`src/rtl/bram_sdp_arb_pkg.sv`:
```
// Shared definitions for the simple-dual-port BRAM arbiter: requester limits,
// one-hot to index conversion and byte-lane width.
package bram_sdp_arb_pkg;

   localparam int MAX_REQ   = 4;
   localparam int MAX_IDX_W = $clog2(MAX_REQ);

   function automatic logic [MAX_IDX_W-1:0] onehot_to_idx(input logic [MAX_REQ-1:0] oh);
      logic [MAX_IDX_W-1:0] idx;
      idx = '0;
      for (int i = 0; i < MAX_REQ; i++) begin
         if (oh[i]) idx = MAX_IDX_W'(i);
      end
      return idx;
   endfunction

   // x9 formats keep the parity bit inside its lane, so lanes are DATA/BE wide.
   function automatic int lane_width(input int dataWidth, input int beWidth);
      return dataWidth / beWidth;
   endfunction

endpackage

```
`src/rtl/bram_sdp_arbiter_rr_arbiter.sv`:
```
// Round-robin arbiter: combinational one-hot grant searched from a registered
// pointer that moves just past the winner whenever advance_i is set.
module rr_arbiter
   import bram_sdp_arb_pkg::*;
#(
   parameter int N = 2
) (
   input  logic                 clk_i,
   input  logic                 rst_i,
   input  logic [N-1:0]         req_i,
   input  logic                 advance_i,
   output logic [N-1:0]         gnt_o,
   output logic [MAX_IDX_W-1:0] ptr_o
);

   logic [MAX_IDX_W-1:0] ptr_q;
   logic [MAX_IDX_W-1:0] ptr_d;
   logic                 found;

   always_comb begin
      gnt_o = '0;
      ptr_d = ptr_q;
      found = 1'b0;
      if (!rst_i) begin
         for (int i = 0; i < N; i++) begin
            for (int j = 0; j < N; j++) begin
               if (!found && (j == (int'(ptr_q) + i) % N) && req_i[j]) begin
                  found    = 1'b1;
                  gnt_o[j] = 1'b1;
                  if (advance_i) ptr_d = MAX_IDX_W'((j + 1) % N);
               end
            end
         end
      end
   end

   always_ff @(posedge clk_i) begin
      if (rst_i) ptr_q <= '0;
      else       ptr_q <= ptr_d;
   end

   assign ptr_o = ptr_q;

endmodule

```
`src/rtl/bram_sdp_arbiter.sv`:
```
// Shares one simple-dual-port BRAM among NUM_REQ requesters with independent
// write/read round-robin arbiters. Optional macro BRAM_SDP_ARB_FWD_EN adds write-to-read forwarding.
module bram_sdp_arbiter
   import bram_sdp_arb_pkg::*;
#(
   parameter int NUM_REQ    = 2,
   parameter int ADDR_WIDTH = 10,
   parameter int DATA_WIDTH = 36,
   parameter int BE_WIDTH   = 4,
   parameter int RD_LAT     = 1
) (
   input  logic                             CLK_i,
   input  logic                             RST_i,
   input  logic [NUM_REQ-1:0]               WR_REQ_i,
   input  logic [NUM_REQ*ADDR_WIDTH-1:0]    WR_ADDR_i,
   input  logic [NUM_REQ*BE_WIDTH-1:0]      WR_BE_i,
   input  logic [NUM_REQ*DATA_WIDTH-1:0]    WDATA_i,
   output logic [NUM_REQ-1:0]               WR_GNT_o,
   input  logic [NUM_REQ-1:0]               RD_REQ_i,
   input  logic [NUM_REQ*ADDR_WIDTH-1:0]    RD_ADDR_i,
   output logic [NUM_REQ-1:0]               RD_GNT_o,
   output logic [NUM_REQ-1:0]               RVALID_o,
   output logic [DATA_WIDTH-1:0]            RDATA_o,
   output logic                             RAM_WEN_o,
   output logic [BE_WIDTH-1:0]              RAM_WR_BE_o,
   output logic [ADDR_WIDTH-1:0]            RAM_WR_ADDR_o,
   output logic [DATA_WIDTH-1:0]            RAM_WDATA_o,
   output logic                             RAM_REN_o,
   output logic [ADDR_WIDTH-1:0]            RAM_RD_ADDR_o,
   input  logic [DATA_WIDTH-1:0]            RAM_RDATA_i
);

   logic [NUM_REQ-1:0]    wrGnt, rdGnt;
   logic [MAX_REQ-1:0]    wrGntExt, rdGntExt;
   logic [MAX_IDX_W-1:0]  wrIdx, rdIdx;
   logic [ADDR_WIDTH-1:0] wrAddrSel, rdAddrSel;
   logic [BE_WIDTH-1:0]   wrBeSel;
   logic [DATA_WIDTH-1:0] wdataSel, rdataMerged;
   logic [NUM_REQ-1:0]    rdTag_q [RD_LAT+1];

   rr_arbiter #(.N(NUM_REQ)) u_wrArb (
      .clk_i(CLK_i), .rst_i(RST_i), .req_i(WR_REQ_i), .advance_i(1'b1),
      .gnt_o(wrGnt), .ptr_o()
   );

   rr_arbiter #(.N(NUM_REQ)) u_rdArb (
      .clk_i(CLK_i), .rst_i(RST_i), .req_i(RD_REQ_i), .advance_i(1'b1),
      .gnt_o(rdGnt), .ptr_o()
   );

   assign WR_GNT_o = wrGnt;
   assign RD_GNT_o = rdGnt;

   always_comb begin
      wrGntExt = '0;
      rdGntExt = '0;
      wrGntExt[NUM_REQ-1:0] = wrGnt;
      rdGntExt[NUM_REQ-1:0] = rdGnt;
      wrIdx     = onehot_to_idx(wrGntExt);
      rdIdx     = onehot_to_idx(rdGntExt);
      wrAddrSel = WR_ADDR_i[int'(wrIdx)*ADDR_WIDTH +: ADDR_WIDTH];
      wrBeSel   = WR_BE_i[int'(wrIdx)*BE_WIDTH +: BE_WIDTH];
      wdataSel  = WDATA_i[int'(wrIdx)*DATA_WIDTH +: DATA_WIDTH];
      rdAddrSel = RD_ADDR_i[int'(rdIdx)*ADDR_WIDTH +: ADDR_WIDTH];
   end

   // Without a grant the address/data registers hold; only the enables drop.
   always_ff @(posedge CLK_i) begin
      if (RST_i) begin
         RAM_WEN_o     <= 1'b0;
         RAM_WR_BE_o   <= '0;
         RAM_WR_ADDR_o <= '0;
         RAM_WDATA_o   <= '0;
         RAM_REN_o     <= 1'b0;
         RAM_RD_ADDR_o <= '0;
      end else begin
         RAM_WEN_o <= |wrGnt;
         RAM_REN_o <= |rdGnt;
         if (|wrGnt) begin
            RAM_WR_BE_o   <= wrBeSel;
            RAM_WR_ADDR_o <= wrAddrSel;
            RAM_WDATA_o   <= wdataSel;
         end
         if (|rdGnt) RAM_RD_ADDR_o <= rdAddrSel;
      end
   end

   always_ff @(posedge CLK_i) begin
      if (RST_i) begin
         for (int i = 0; i <= RD_LAT; i++) rdTag_q[i] <= '0;
      end else begin
         rdTag_q[0] <= rdGnt;
         for (int i = 1; i <= RD_LAT; i++) rdTag_q[i] <= rdTag_q[i-1];
      end
   end

`ifdef BRAM_SDP_ARB_FWD_EN
   localparam int LANE_W = lane_width(DATA_WIDTH, BE_WIDTH);

   logic                  fwdHit;
   logic                  fwd_q     [RD_LAT+1];
   logic [BE_WIDTH-1:0]   fwdBe_q   [RD_LAT+1];
   logic [DATA_WIDTH-1:0] fwdData_q [RD_LAT+1];

   assign fwdHit = (|wrGnt) && (|rdGnt) && (wrAddrSel == rdAddrSel);

   // Forward payload rides alongside the read tag so it emerges with the RAM data.
   always_ff @(posedge CLK_i) begin
      if (RST_i) begin
         for (int i = 0; i <= RD_LAT; i++) begin
            fwd_q[i]     <= 1'b0;
            fwdBe_q[i]   <= '0;
            fwdData_q[i] <= '0;
         end
      end else begin
         fwd_q[0]     <= fwdHit;
         fwdBe_q[0]   <= wrBeSel;
         fwdData_q[0] <= wdataSel;
         for (int i = 1; i <= RD_LAT; i++) begin
            fwd_q[i]     <= fwd_q[i-1];
            fwdBe_q[i]   <= fwdBe_q[i-1];
            fwdData_q[i] <= fwdData_q[i-1];
         end
      end
   end

   always_comb begin
      rdataMerged = RAM_RDATA_i;
      for (int b = 0; b < BE_WIDTH; b++) begin
         if (fwd_q[RD_LAT] && fwdBe_q[RD_LAT][b])
            rdataMerged[b*LANE_W +: LANE_W] = fwdData_q[RD_LAT][b*LANE_W +: LANE_W];
      end
   end
`else
   assign rdataMerged = RAM_RDATA_i;
`endif

   assign RVALID_o = RST_i ? '0 : rdTag_q[RD_LAT];
   assign RDATA_o  = (|RVALID_o) ? rdataMerged : '0;

endmodule

```
`config.mk`:
```
export PLATFORM = sky130hd
export DESIGN_NAME = bram_sdp_arbiter
export DESIGN_NICKNAME = d
export VERILOG_FILES = /design/src/rtl/bram_sdp_arb_pkg.sv /design/src/rtl/bram_sdp_arbiter_rr_arbiter.sv /design/src/rtl/bram_sdp_arbiter.sv
export SDC_FILE = /design/constraint.sdc
export NUM_CORES = 1
export LEC_CHECK = 0
export BUFFER_PORTS_ARGS = -buffer_cell sky130_fd_sc_hd__buf_2
export CAP_MARGIN = 10
export CORE_AREA = 2 2 103 105
export DETAILED_ROUTE_END_ITERATION = 16
export DIE_AREA = 0 0 105 107
export HOLD_SLACK_MARGIN = 0.1
export PLACE_DENSITY = 0.64
export SLEW_MARGIN = 0
export SYNTH_ARGS = -nofsm -noshare
export SYNTH_HDL_FRONTEND = slang
export SYNTH_SLANG_ARGS = --single-unit
```
`constraint.sdc`:
```
create_clock -name CLK_i -period 2.55 [get_ports CLK_i]
set_input_delay 0.1275 -clock CLK_i [delete_from_list [all_inputs] [get_ports CLK_i]]
set_output_delay 0.1275 -clock CLK_i [all_outputs]
set_load 0.05 [all_outputs]
```
# --- Yosys cells after proc, flatten, opt, wreduce, memory -nomap -nowiden ---
# Memory sizes are Yosys's and may differ from the RTL's.
# Index checks and enable logic that the tools add are counted.
totals:
  wordCells: 90
  memories: 1
  ramBits: 4
  inputBits: 162
  rom_bits: 0
  regBits: 64
  latch_bits: 0
mem_list:
  columns: ["memory", "depth", "width", "read_ports", "rd_clocked_by_memory_dff", "wr", "line", "text"]
  rows:
  - ["rdTag_q", 2, 2, 2, 0, 2, "bram_sdp_arbiter.sv:39", "logic [NUM_REQ-1:0] rdTag_q [RD_LAT+1];"]
op_classes:
  n_addsub: 2
  mul: 3
  n_lt_le_gt_ge: 0
  div: 0
  n_mux: 35
  shifts: 4
  n_eq_ne: 2
  n_bitwise: 4
  reduce_logical: 31
op_table:
  columns: ["op", "count"]
  rows:
  - ["32-bit zero test", 4]
  - ["72-bit by 9-bit variable part select with 36-bit output", 1]
  - ["20-bit by 7-bit variable part select with 10-bit output", 2]
  - ["36-bit two-way mux", 1]
  - ["1-bit two-way mux", 29]
  - ["1-bit logical AND", 14]
  - ["2-bit by 3-bit multiplier with 5-bit output (second input constant)", 2]
  - ["2-bit two-way mux", 5]
  - ["2-bit OR reduction", 5]
  - ["8-bit by 5-bit variable part select with 4-bit output", 1]
  - ["1-bit zero test", 6]
  - ["2-bit by 4-bit multiplier with 6-bit output (second input constant)", 1]
  - ["3-bit nonzero test", 2]
  - ["2-bit equality test (first input constant)", 2]
  - ["1-bit adder (second input constant)", 2]
  - ["1-bit AND (first input constant)", 2]
  - ["1-bit bitwise OR", 2]

# --- Logic depth before layout (Yosys ltp) ---
logic_depth:
  depth_word: 22
  mapped_depth: 4
  depth_no_buf: 3

# --- By module ---
# From an unflattened synthesis, not the netlist that was laid out.
hier_totals:
  hier_cells: 348
  hier_area_um2: 3729.8
modules_own_cells:
  columns: ["mod", "cells_each", "area_per_inst_um2", "n_inst"]
  rows:
  - ["bram_sdp_arbiter", 326, 3524.6, 1]
  - ["rr_arbiter", 11, 102.6, 2]

# --- Least setup slack after synthesis ---
# Ideal clock, no wire load.
synth_timing:
  kind: "input-to-output"
  start: "input port RST_i"
  end: "output port RVALID_o[0]"
  required_time_ns: 2.423
  path_slack_ns: 1.077
  arrival_time_ns: 1.345
  path_stages: 4
  path_buffers: 3
  path_cell_list: "buf_4 > buf_2 > buf_2 > nor2b_1"
synth_via:
  elab_chain_cells: 1
synth_lines:
  columns: ["element", "line", "text"]
  rows:
  - ["start, declared", "bram_sdp_arbiter.sv:13", "input logic RST_i,"]
  - ["2-bit two-way mux", "bram_sdp_arbiter.sv:138", "assign RVALID_o = RST_i ? '0 : rdTag_q[RD_LAT];"]
  - ["end, declared", "bram_sdp_arbiter.sv:22", "output logic [NUM_REQ-1:0] RVALID_o,"]
# Every way passes these cells.

# --- Final worst setup path ---
layout_timing:
  start: "input port RD_REQ_i[0]"
  end: "output port RD_GNT_o[1]"
layout_via:
  elab_chain_cells: 18
layout_lines:
  columns: ["element", "line", "text"]
  rows:
  - ["start, declared", "bram_sdp_arbiter.sv:19", "input logic [NUM_REQ-1:0] RD_REQ_i,"]
  - ["1-bit logical AND", "bram_sdp_arbiter_rr_arbiter.sv:27", "if (!found && (j == (int'(ptr_q) + i) % N) && req_i[j]) begin"]
  - ["1-bit two-way mux", "bram_sdp_arbiter_rr_arbiter.sv:27", null]
  - ["1-bit two-way mux", "bram_sdp_arbiter_rr_arbiter.sv:24", "if (!rst_i) begin"]
  - ["1-bit zero test", "bram_sdp_arbiter_rr_arbiter.sv:27", null]
  - ["1-bit logical AND (2 in a row)", "bram_sdp_arbiter_rr_arbiter.sv:27", null]
  - ["1-bit two-way mux", "bram_sdp_arbiter_rr_arbiter.sv:27", null]
  - ["1-bit two-way mux", "bram_sdp_arbiter_rr_arbiter.sv:24", null]
  - ["1-bit zero test", "bram_sdp_arbiter_rr_arbiter.sv:27", null]
  - ["1-bit logical AND (2 in a row)", "bram_sdp_arbiter_rr_arbiter.sv:27", null]
  - ["1-bit two-way mux", "bram_sdp_arbiter_rr_arbiter.sv:27", null]
  - ["1-bit two-way mux", "bram_sdp_arbiter_rr_arbiter.sv:24", null]
  - ["1-bit zero test", "bram_sdp_arbiter_rr_arbiter.sv:27", null]
  - ["1-bit logical AND (2 in a row)", "bram_sdp_arbiter_rr_arbiter.sv:27", null]
  - ["1-bit two-way mux (*)", "bram_sdp_arbiter_rr_arbiter.sv:27", null]
  - ["2-bit two-way mux (*)", "bram_sdp_arbiter_rr_arbiter.sv:24", null]
  - ["end, declared", "bram_sdp_arbiter.sv:21", "output logic [NUM_REQ-1:0] RD_GNT_o,"]
# Mark *: on every way between the ends. The rest lies on a longest branch, timed or not. The select of a mux whose other input is x is not followed.

==> metrics.md <==
| Metric | Value |
|---|---|
| Master cell of the clock root buffer | `sky130_fd_sc_hd__clkbuf_8` |
| Number of nets in the finished design | `822` |
| Complex-gate fraction of the synthesized area | `25.3%` |
| Most numerous cell on the critical path | `sky130_fd_sc_hd__buf_2` |
| Fraction of synthesized cell area in xor and xnor cells | `0%` |
| Post-route DRC | `0` |
| Largest family of logic cells by synthesized area | `compound AO/OA/AOI/OAI gates` |
| Clock period minus final worst setup slack | `2010 ps` |
| Library cell contributing the largest single delay on the critical path | `sky130_fd_sc_hd__dlygate4sd3_1` |
| Clock Tree Buf Depth | `2` |
| Crit path max-delay family | `buffers and inverters` |
| Actual slew at the worst max-slew pin | `646 ps` |
| Row count | `37` |
| Outcome | `completed` |
| I/O Buffers | `265` |
| Global placer's final weighted congestion | `0.795` |
| Critical Setup Path Class | `input pin to output port` |
| Total gr overflow | `0` |
| Area of the placeable core | `10,100 sq um` |
| Half-perimeter wire length after detailed placement | `8050 um` |
| Count of buffering cells on the critical path with inverters included | `3` |
| Die width | `105 um` |
| Sequential-to-total area share from yosys stat | `45.3%` |
| Clock insertion delay at the later pin of the skew report | `340 ps` |
| Number of different library cells in the post-synthesis netlist | `27` |
| Number of pins exceeding their max-slew limit in the final report | `0` |
| CTS Sinks | `68` |
| Count of H-tree levels built during CTS | `3` |
| Share of synthesized area spent on multiplexers | `0%` |
| Final TNS setup | `0 ps` |
| Layout-stage area growth over the synthesis result | `90.1%` |
| Die outline area | `11,200 sq um` |
| Total clock buffers created by CTS | `9` |
| Max capacitance violation total | `0` |
| Net Count, Synth | `450` |
| Final WL | `12,000 um` |
| Hold Vio Cnt, Final | `0` |
| CTS tree | `built` |
| Critical path's largest stage delay | `540 ps` |
| Initial core utilization | `29.8%` |
| Startpoint Class | `input pin` |
| Clock transition at the registers of the reported paths | `60 ps` |
| Routed vias | `3,789` |
| Antenna violations before repair | `3` |
| Mapped Avg Cell Area | `10.4 sq um` |
| First-iteration detailed-routing DRC count | `185` |
| Number of global-route vias before repair | `3,749` |
| Portion of synthesized cell area occupied by the leading cell type | `45.3%` |
| Setup repair after global routing missed its margin | `false` |
| Adder and majority gate portion of the synthesized area | `0%` |
| Gate count of the mapped netlist | `288` |
| Flop and latch count out of synthesis | `68` |
| Final critical-path share of the clock period | `78.9%` |
| Worst slew margin relative to its limit | `57.0%` |
| Largest vdd supply drop | `0.266 mV` |
| Gr usage total | `21.1%` |
| # IOs | `266` |
| Worst hold path type | `input pin to flip-flop` |
| Most common library cell in the layout ignoring fill and taps | `sky130_fd_sc_hd__buf_2` |
| Critical path data required time | `2420 ps` |
| Dominant cells by area after synthesis | `sky130_fd_sc_hd__dfxtp_1 45%, sky130_fd_sc_hd__a221o_1 19%, sky130_fd_sc_hd__and2_1 16%` |
| 1st-pass router iterations | `5` |
| Fraction of final layout cells with drive strength greater than 1 | `44.6%` |
| Number of cells in the finished layout apart from fillers | `800` |
| Post-DR wirelength/cell | `15.0 um` |
| Via-per-instance ratio | `4.74` |
| Cell type with the largest total area after synthesis | `sky130_fd_sc_hd__dfxtp_1` |
| Chip Height | `107 um` |
| Worst-path cell chain | `dlygate4sd3_1 > buf_2 > nand2b_2 > and3b_1 > buf_2` |
| Crit Path Max Fanout | `13` |
| Warnings from Yosys | `0` |
| Final setup skew | `6.56 ps` |
| Fmax | `497 MHz` |
| Critical path capture point type | `output port` |
| Total Power Consumption | `2.88 mW` |
| Post-Synthesis Cell Area | `3000 sq um` |
| Post-route antenna net violation count | `0` |
| Highest-count cells in the layout ignoring fill and taps | `265 x sky130_fd_sc_hd__buf_2, 114 x sky130_fd_sc_hd__dlygate4sd3_1, 78 x sky130_fd_sc_hd__and2_1, 68 x sky130_fd_sc_hd__dfxtp_1, 58 x sky130_fd_sc_hd__a221o_1` |
| LEAKAGE | `2.98 nW` |
| Simple-gate share of the synthesized area | `23.3%` |
| Critical path data arrival time | `1880 ps` |
| Largest net degree at the start of global routing | `37` |
| Pwr Density | `504 nW/um^2` |
| Global-route wire length before repair | `18,700 um` |
| Count of placed standard cells including taps | `671` |
| Setup violators final | `0` |
[cell families after synthesis]
| family | Yosys count |
|---|---|
| AND/OR/NAND/NOR | 113 |
| AO/OA/AOI/OAI | 73 |
| flip-flops | 68 |
| buffers and inverters | 34 |
[Yosys cell counts, drive strengths merged]
library cell / n
a21oi: 1
inv: 9
nand2b: 2
and2: 86
and3b: 2
nor3: 2
buf: 17
nor2b: 6
o21ba: 1
dfxtp: 68
clkbuf: 8
o21ai: 2
a221o: 58
nor3b: 1
nand2: 2
a211oi: 1
a2111oi: 8
a31oi: 2
nor2: 8
nand3: 4
[sequential cells by signal, summed over array words and instances (netlist names)]
name and cells:
RAM_WR_ADDR_o 10, RAM_WR_BE_o 4, u_wrArb.ptr_o 1, RAM_RD_ADDR_o 10, RAM_REN_o 1, RAM_WDATA_o 36
rdTag_q 4, u_rdArb.ptr_o 1, RAM_WEN_o 1
[final timing paths]
path,end,cells past startpoint,slack (ps),startpoint
hold / removal,RAM_WEN_o$_SDFF_PP0_,3,120,WR_REQ_i[0]
hold reg to reg,rdTag_q[0][3]$_SDFF_PP0_,1,440,rdTag_q[0][1]$_SDFF_PP0_
setup / recovery,RD_GNT_o[1],5,540,RD_REQ_i[0]
setup reg to reg,RAM_WDATA_o[12]$_SDFFE_PP0P_,5,540,u_wrArb.ptr_o[0]$_SDFFE_PP0P_
[power by group]
part / internal, mW / switching (mW) / leakage [nW] / total [mW]
logic: 0.390 / 0.567 / 2.34 / 0.958
clock network: 0.359 / 0.369 / 0.0743 / 0.728
registers: 1.15 / 0.0426 / 0.564 / 1.19
total: 1.90 / 0.979 / 2.98 / 2.88
[routing by layer]
layer / part of all wire [%] / GRT usage (%) / vias to the layer above
met5: 0 / 0 / -
met4: 3.1 / 11.4 / 0
met3: 7.7 / 4.80 / 29
met2: 53 / 40.3 / 193
met1: 36 / 21.0 / 1763
li1: - / - / 1804
[worst min-delay path, cell delays in order]
cell	delay, ps
sky130_fd_sc_hd__buf_2	130
sky130_fd_sc_hd__nor2_1	50
sky130_fd_sc_hd__nor2_1	100
[what timing repair did]
action,CTS,global route
setup buffers,0,0
hold buffers,114,0
endpoints found under the hold margin,61,0
resized for setup,0,0
[area by class of cell]
| cell class | count | area, sq um |
|---|---|---|
| Antenna cell | 3 | 7.51 |
| Sequential cell | 68 | 1360 |
| Clock buffer | 12 | 145 |
| Inverter | 9 | 33.8 |
| Multi-Input combinational cell | 186 | 1470 |
| Timing Repair Buffer | 386 | 2520 |
| Fill cell | 895 | 4380 |
| Tap cell | 136 | 170 |
[through the flow]
stage                     hold slack, ps  setup WS (ps)  util (%)  area, sq um
after global routing                 160            440      56.5         5700
after CTS                            108            570      56.5         5700
after detailed placement             353            966      43.8         4420
final                                117            538      56.6         5710
after global placement               349           1010      43.8         4420
after floorplan                      243           1080         -         3000
No activity file was read; power rests on OpenSTA's default activity.
